--- config.mk ---
export PLATFORM = sky130hd
export DESIGN_NAME = alu4_arbiter
export DESIGN_NICKNAME = d
export VERILOG_FILES = /design/src/rtl/alu4_arbiter.sv
export SDC_FILE = /design/constraint.sdc
export NUM_CORES = 1
export LEC_CHECK = 0
export CORE_ASPECT_RATIO = 1.4
export CORE_MARGIN = 8
export CORE_UTILIZATION = 35
export CTS_CLUSTER_DIAMETER = 30
export CTS_CLUSTER_SIZE = 30
export DETAILED_ROUTE_END_ITERATION = 8
export PLACE_DENSITY = 0.7
export SLEW_MARGIN = 20
export SYNTH_ARGS = -nofsm -noshare
export SYNTH_HDL_FRONTEND = slang
export SYNTH_SLANG_ARGS = --single-unit
--- constraint.sdc ---
create_clock -name clk -period 1.45 [get_ports clk]
set_input_delay 0.435 -clock clk [delete_from_list [all_inputs] [get_ports clk]]
set_output_delay 0.435 -clock clk [all_outputs]
set_load 0.01 [all_outputs]
--- src/rtl/alu4_arbiter.sv ---
// alu4_arbiter: round-robin sequencer sharing one combinational 4-bit ALU between two requesters
// Ports:
//   clk, rst                      clock, synchronous active-high reset
//   reqN_valid/ready/a/b/op       per-requester valid/ready operation channel (N = 0, 1)
//   alu_a/alu_b/alu_opcode        registered operands and opcode driven to the ALU
//   alu_result, alu_* flags       combinational ALU outputs captured during EXEC
//   rsp_valid/ready/id/result/flags  tagged response channel, flags = {zero, negative, carry, overflow}
//   busy                          high whenever the sequencer is not IDLE
//   done_cnt0/done_cnt1           wrapping counts of responses delivered per requester
module alu4_arbiter #(
    parameter bit FIRST_PRIO = 1'b0,
    parameter int CNT_W      = 8
) (
    input  logic             clk,
    input  logic             rst,
    input  logic             req0_valid,
    output logic             req0_ready,
    input  logic [3:0]       req0_a,
    input  logic [3:0]       req0_b,
    input  logic [1:0]       req0_op,
    input  logic             req1_valid,
    output logic             req1_ready,
    input  logic [3:0]       req1_a,
    input  logic [3:0]       req1_b,
    input  logic [1:0]       req1_op,
    output logic [3:0]       alu_a,
    output logic [3:0]       alu_b,
    output logic [1:0]       alu_opcode,
    input  logic [7:0]       alu_result,
    input  logic             alu_zero,
    input  logic             alu_negative,
    input  logic             alu_carry,
    input  logic             alu_overflow,
    output logic             rsp_valid,
    input  logic             rsp_ready,
    output logic             rsp_id,
    output logic [7:0]       rsp_result,
    output logic [3:0]       rsp_flags,
    output logic             busy,
    output logic [CNT_W-1:0] done_cnt0,
    output logic [CNT_W-1:0] done_cnt1
);
    typedef enum logic [1:0] {IDLE, EXEC, RESP} state_t;
    state_t           state_q, state_d;
    logic             prio_q, prio_d;
    logic [3:0]       alu_a_q, alu_a_d, alu_b_q, alu_b_d;
    logic [1:0]       alu_op_q, alu_op_d;
    logic             rsp_valid_q, rsp_valid_d, rsp_id_q, rsp_id_d;
    logic [7:0]       rsp_result_q, rsp_result_d;
    logic [3:0]       rsp_flags_q, rsp_flags_d;
    logic [CNT_W-1:0] cnt0_q, cnt0_d, cnt1_q, cnt1_d;
    logic             gnt0, gnt1, hs;
    always_comb begin
        // a lone requester wins outright; on contention prio picks the winner
        gnt0         = (state_q == IDLE) & req0_valid & (~req1_valid | ~prio_q);
        gnt1         = (state_q == IDLE) & req1_valid & (~req0_valid | prio_q);
        hs           = (state_q == RESP) & rsp_valid_q & rsp_ready;
        state_d      = state_q;
        prio_d       = prio_q;
        alu_a_d      = alu_a_q;
        alu_b_d      = alu_b_q;
        alu_op_d     = alu_op_q;
        rsp_valid_d  = rsp_valid_q;
        rsp_id_d     = rsp_id_q;
        rsp_result_d = rsp_result_q;
        rsp_flags_d  = rsp_flags_q;
        cnt0_d       = cnt0_q;
        cnt1_d       = cnt1_q;
        if (gnt0 | gnt1) begin
            alu_a_d  = gnt1 ? req1_a : req0_a;
            alu_b_d  = gnt1 ? req1_b : req0_b;
            alu_op_d = gnt1 ? req1_op : req0_op;
            rsp_id_d = gnt1;
            prio_d   = ~gnt1;
            state_d  = EXEC;
        end
        if (state_q == EXEC) begin
            rsp_result_d = alu_result;
            rsp_flags_d  = {alu_zero, alu_negative, alu_carry, alu_overflow};
            rsp_valid_d  = 1'b1;
            state_d      = RESP;
        end
        if (hs) begin
            rsp_valid_d = 1'b0;
            cnt0_d      = rsp_id_q ? cnt0_q : cnt0_q + CNT_W'(1);
            cnt1_d      = rsp_id_q ? cnt1_q + CNT_W'(1) : cnt1_q;
            state_d     = IDLE;
        end
    end
    always_ff @(posedge clk) begin
        if (rst) begin
            state_q      <= IDLE;
            prio_q       <= FIRST_PRIO;
            alu_a_q      <= '0;
            alu_b_q      <= '0;
            alu_op_q     <= '0;
            rsp_valid_q  <= 1'b0;
            rsp_id_q     <= 1'b0;
            rsp_result_q <= '0;
            rsp_flags_q  <= '0;
            cnt0_q       <= '0;
            cnt1_q       <= '0;
        end else begin
            state_q      <= state_d;
            prio_q       <= prio_d;
            alu_a_q      <= alu_a_d;
            alu_b_q      <= alu_b_d;
            alu_op_q     <= alu_op_d;
            rsp_valid_q  <= rsp_valid_d;
            rsp_id_q     <= rsp_id_d;
            rsp_result_q <= rsp_result_d;
            rsp_flags_q  <= rsp_flags_d;
            cnt0_q       <= cnt0_d;
            cnt1_q       <= cnt1_d;
        end
    end
    assign req0_ready = gnt0;
    assign req1_ready = gnt1;
    assign alu_a      = alu_a_q;
    assign alu_b      = alu_b_q;
    assign alu_opcode = alu_op_q;
    assign rsp_valid  = rsp_valid_q;
    assign rsp_id     = rsp_id_q;
    assign rsp_result = rsp_result_q;
    assign rsp_flags  = rsp_flags_q;
    assign busy       = state_q != IDLE;
    assign done_cnt0  = cnt0_q;
    assign done_cnt1  = cnt1_q;
endmodule

==> results of run 1 <==
-- cell families (layout without fill, tap and decap cells) --
logic type	count (synthesis)	count (layout)	synth area share (%)
buf+inv	22	121	5.06
fa+ha+maj	2	2	1.31
simple gates	88	88	24.3
flops	43	43	45.2
compound gates	79	79	24.2
-- stage by stage --
step	setup TNS [ns]	hold WS, ns	utilization [%]	setup slack [ns]	area, um2
finish	-2.34	0.451	58.7	-0.262	3150
global route	-3.64	0.472	58.7	-0.320	3150
CTS	-2.30	0.456	58.5	-0.293	3140
detailed placement	-15.21	0.447	54.9	-0.993	2940
global placement	-14.64	0.442	54.9	-0.972	2940
floorplan	-0.0248	0.472	-	-0.0248	1940
-- final timing paths --
check | endpoint | slack (ns) | cells past startpoint
worst max-delay path | req0_ready | -0.26 | 3
worst max register to register | done_cnt1[7] | -0.18 | 6
worst min-delay path | rsp_result[0] | 0.45 | 2
worst min register to register | rsp_result[0] | 0.45 | 2
-- routing by layer --
| layer | track usage, % | part of all wire (%) |
|---|---|---|
| met2 | 25.4 | 51 |
| met1 | 14.5 | 39 |
| met5 | 0 | 0 |
| met3 | 6.75 | 9.2 |
| met4 | 3.00 | 0.51 |
-- sequential cells by signal (all words and copies together) (netlist names) --
name and count:
alu_a 4, alu_b 4, alu_opcode 2, done_cnt0 8, done_cnt1 8, prio_q 1, rsp_flags 4, rsp_id 1
rsp_result 8, rsp_valid 1, state_q 2
-- timing repair --
item / in CTS / in global routing
cloned: 2 / 0
gates resized for setup: 88 / 11
pin swaps: 20 / 1
setup endpoints to repair: 69 / 33
setup buffers: 5 / 1
-- worst max-delay path: stages, from the launching register on --
cell and delay, ns:
dfxtp_2 0.35, or3b_4 0.40, a21oi_2 0.11, buf_2 0.14
-- layout make-up --
type / count / area (um2)
clock buffer: 8 / 100
fill: 521 / 2220
inverter: 2 / 7.51
multi-input combinational: 169 / 1010
sequential: 43 / 878
tap: 68 / 85.1
timing repair buffer: 111 / 1070
-- power by group --
part | switching, mW | total [mW] | internal (mW) | leakage (nW)
clock network | 0.380 | 0.815 | 0.435 | 0.0515
registers | 0.0511 | 1.31 | 1.26 | 0.356
logic | 0.327 | 0.694 | 0.367 | 0.907
total | 0.758 | 2.82 | 2.06 | 1.31
-- placed cells by master (no fill, tap or decap), types with 9 or more instances in the layout --
| master | count |
|---|---|
| a21oi_1 | 39 |
| a311oi_1 | 10 |
| buf_4 | 23 |
| clkdlybuf4s50_1 | 33 |
| dfxtp_1 | 33 |
| dlygate4sd2_1 | 41 |
| nand2_1 | 34 |
| nand3_1 | 16 |
| o21ai_1 | 10 |
| or4_1 | 9 |
==> summary.txt, run 1 <==
Timing
  – Actual slew at the worst max-slew pin: 0.261 ns
  – Fin. max-slew vios: 0
  – Final period util: 118%
  – Fin crit period: 1.71 ns
  – Relative slew slack: 82.5%
  – Clock Skews: 0.00314 ns
  – Final worst setup slack: -0.262 ns
  – Max Freq: 584 MHz
  – Final setup viols: 17
  – Final hold violation count: 0
  – RSZ-0062 raised after global routing: true

Clock network
  – CTS tree: built
  – H-tree depth: 2
  – Worst-skew pair later-pin latency: 0.28 ns
  – Root Buffer: clkbuf_8
  – # hold bufs at CTS: 0
  – Worst-path clk slew: 0.08 ns
  – CTS Buffer Depth: 2
  – Clock sinks: 43
  – TritonCTS buffer count: 5

Synth
  – Yosys top cell by area: dfxtp_1
  – Top-area cell type share of the netlist area: 45.2%
  – Register area share after synthesis: 45.2%
  – Syn_area_per_cell: 8.14 um2
  – Mapped Area: 1910 um2
  – Synth Warn #: 0
  – Predominant post-synthesis flop cell: dfxtp_1
  – Post-synth EDFFs: 0
  – Cells after Synth: 234
  – Most instantiated cells after synthesis: 43 x dfxtp_1, 42 x a21oi_1, 34 x nand2_1
  – Synth area leaders: dfxtp_1 45%, a21oi_1 11%, nand2_1 6.7%, a311oi_1 4.6%, nand3_1 4.2%
  – Synth cell types: 27
  – Syn_nets: 273
  – Ys async rst share: 0%
  – Most frequent cell after synthesis: dfxtp_1
  – Yosys reg bits: 43

Floorplanning
  – Initial Util: 35.5%
  – DIE HEIGHT: 103 um
  – Core footprint: 5370 um2
  – Die width: 78.4 um
  – Die area: 8090 um2
  – FP Rows: 32
  – I/O pin total: 80

Placement
  – Port Buffers: 79
  – Post-DP HPWL: 4190 um
  – Placed insts: 386
  – Routability cong.: 0.778

Flow run
  – Maxcap violations: 0

Route
  – DR iter-0 viols: 118
  – Total number of vias: 2056
  – Post-Route WL: 5640 um
  – DR WL/cell: 14.1 um
  – Routed Antenna Nets: 0
  – Vias per cell: 5.13
  – 1st-pass router iterations: 4
  – Number of remaining DRC errors: 0

GRT
  – First-pass GRT wire length: 9580 um
  – Initial antenna violation count: 0
  – Total GRT Usage: 14.1%
  – Largest net degree at the start of global routing: 27
  – Number of global-route vias before repair: 2104
  – GRT overflow: 0

Pwr
  – Peak supply drop: 533 uV
  – Pwr per Cell Area: 896 nW/um2
  – Overall power: 2.82 mW
  – Leakage Power: 1.32 nW

Critical path
  – Reg2reg start: state_q[1]
  – CP startpoint: state_q[1]
  – Req. time, crit path: 1.02 ns
  – CP Capture Type: primary output
  – CP max FO: 4
  – Crit path DAT: 1.28 ns
  – Setup crit start kind: register
  – CP Class: register to primary output

Cells and area
  – Ant diodes: 0
  – Final #Nets: 371
  – Share of cells above drive strength 1: 20.1%
  – Final cell count without fillers: 401
  – Area Growth Syn to Fin: 65.3%

Worst hold path
  – HP Start: rsp_result[0]
  – Hold Crit Class: register to register

Run status
  – Failing checks: setup timing
  – Outcome: finished with violations
Power figures use the tool's default switching activity.
==> run 2: changes to the inputs <==
--- a/config.mk
+++ b/config.mk
@@ -5,6 +5,7 @@
 export SDC_FILE = /design/constraint.sdc
 export NUM_CORES = 1
 export LEC_CHECK = 0
+export ABC_CLOCK_PERIOD_IN_PS = 1450
 export CORE_ASPECT_RATIO = 1.4
 export CORE_MARGIN = 8
 export CORE_UTILIZATION = 35
==> results of run 2 <==
The final DEF is identical to that of run 1; final timing and power are the same.
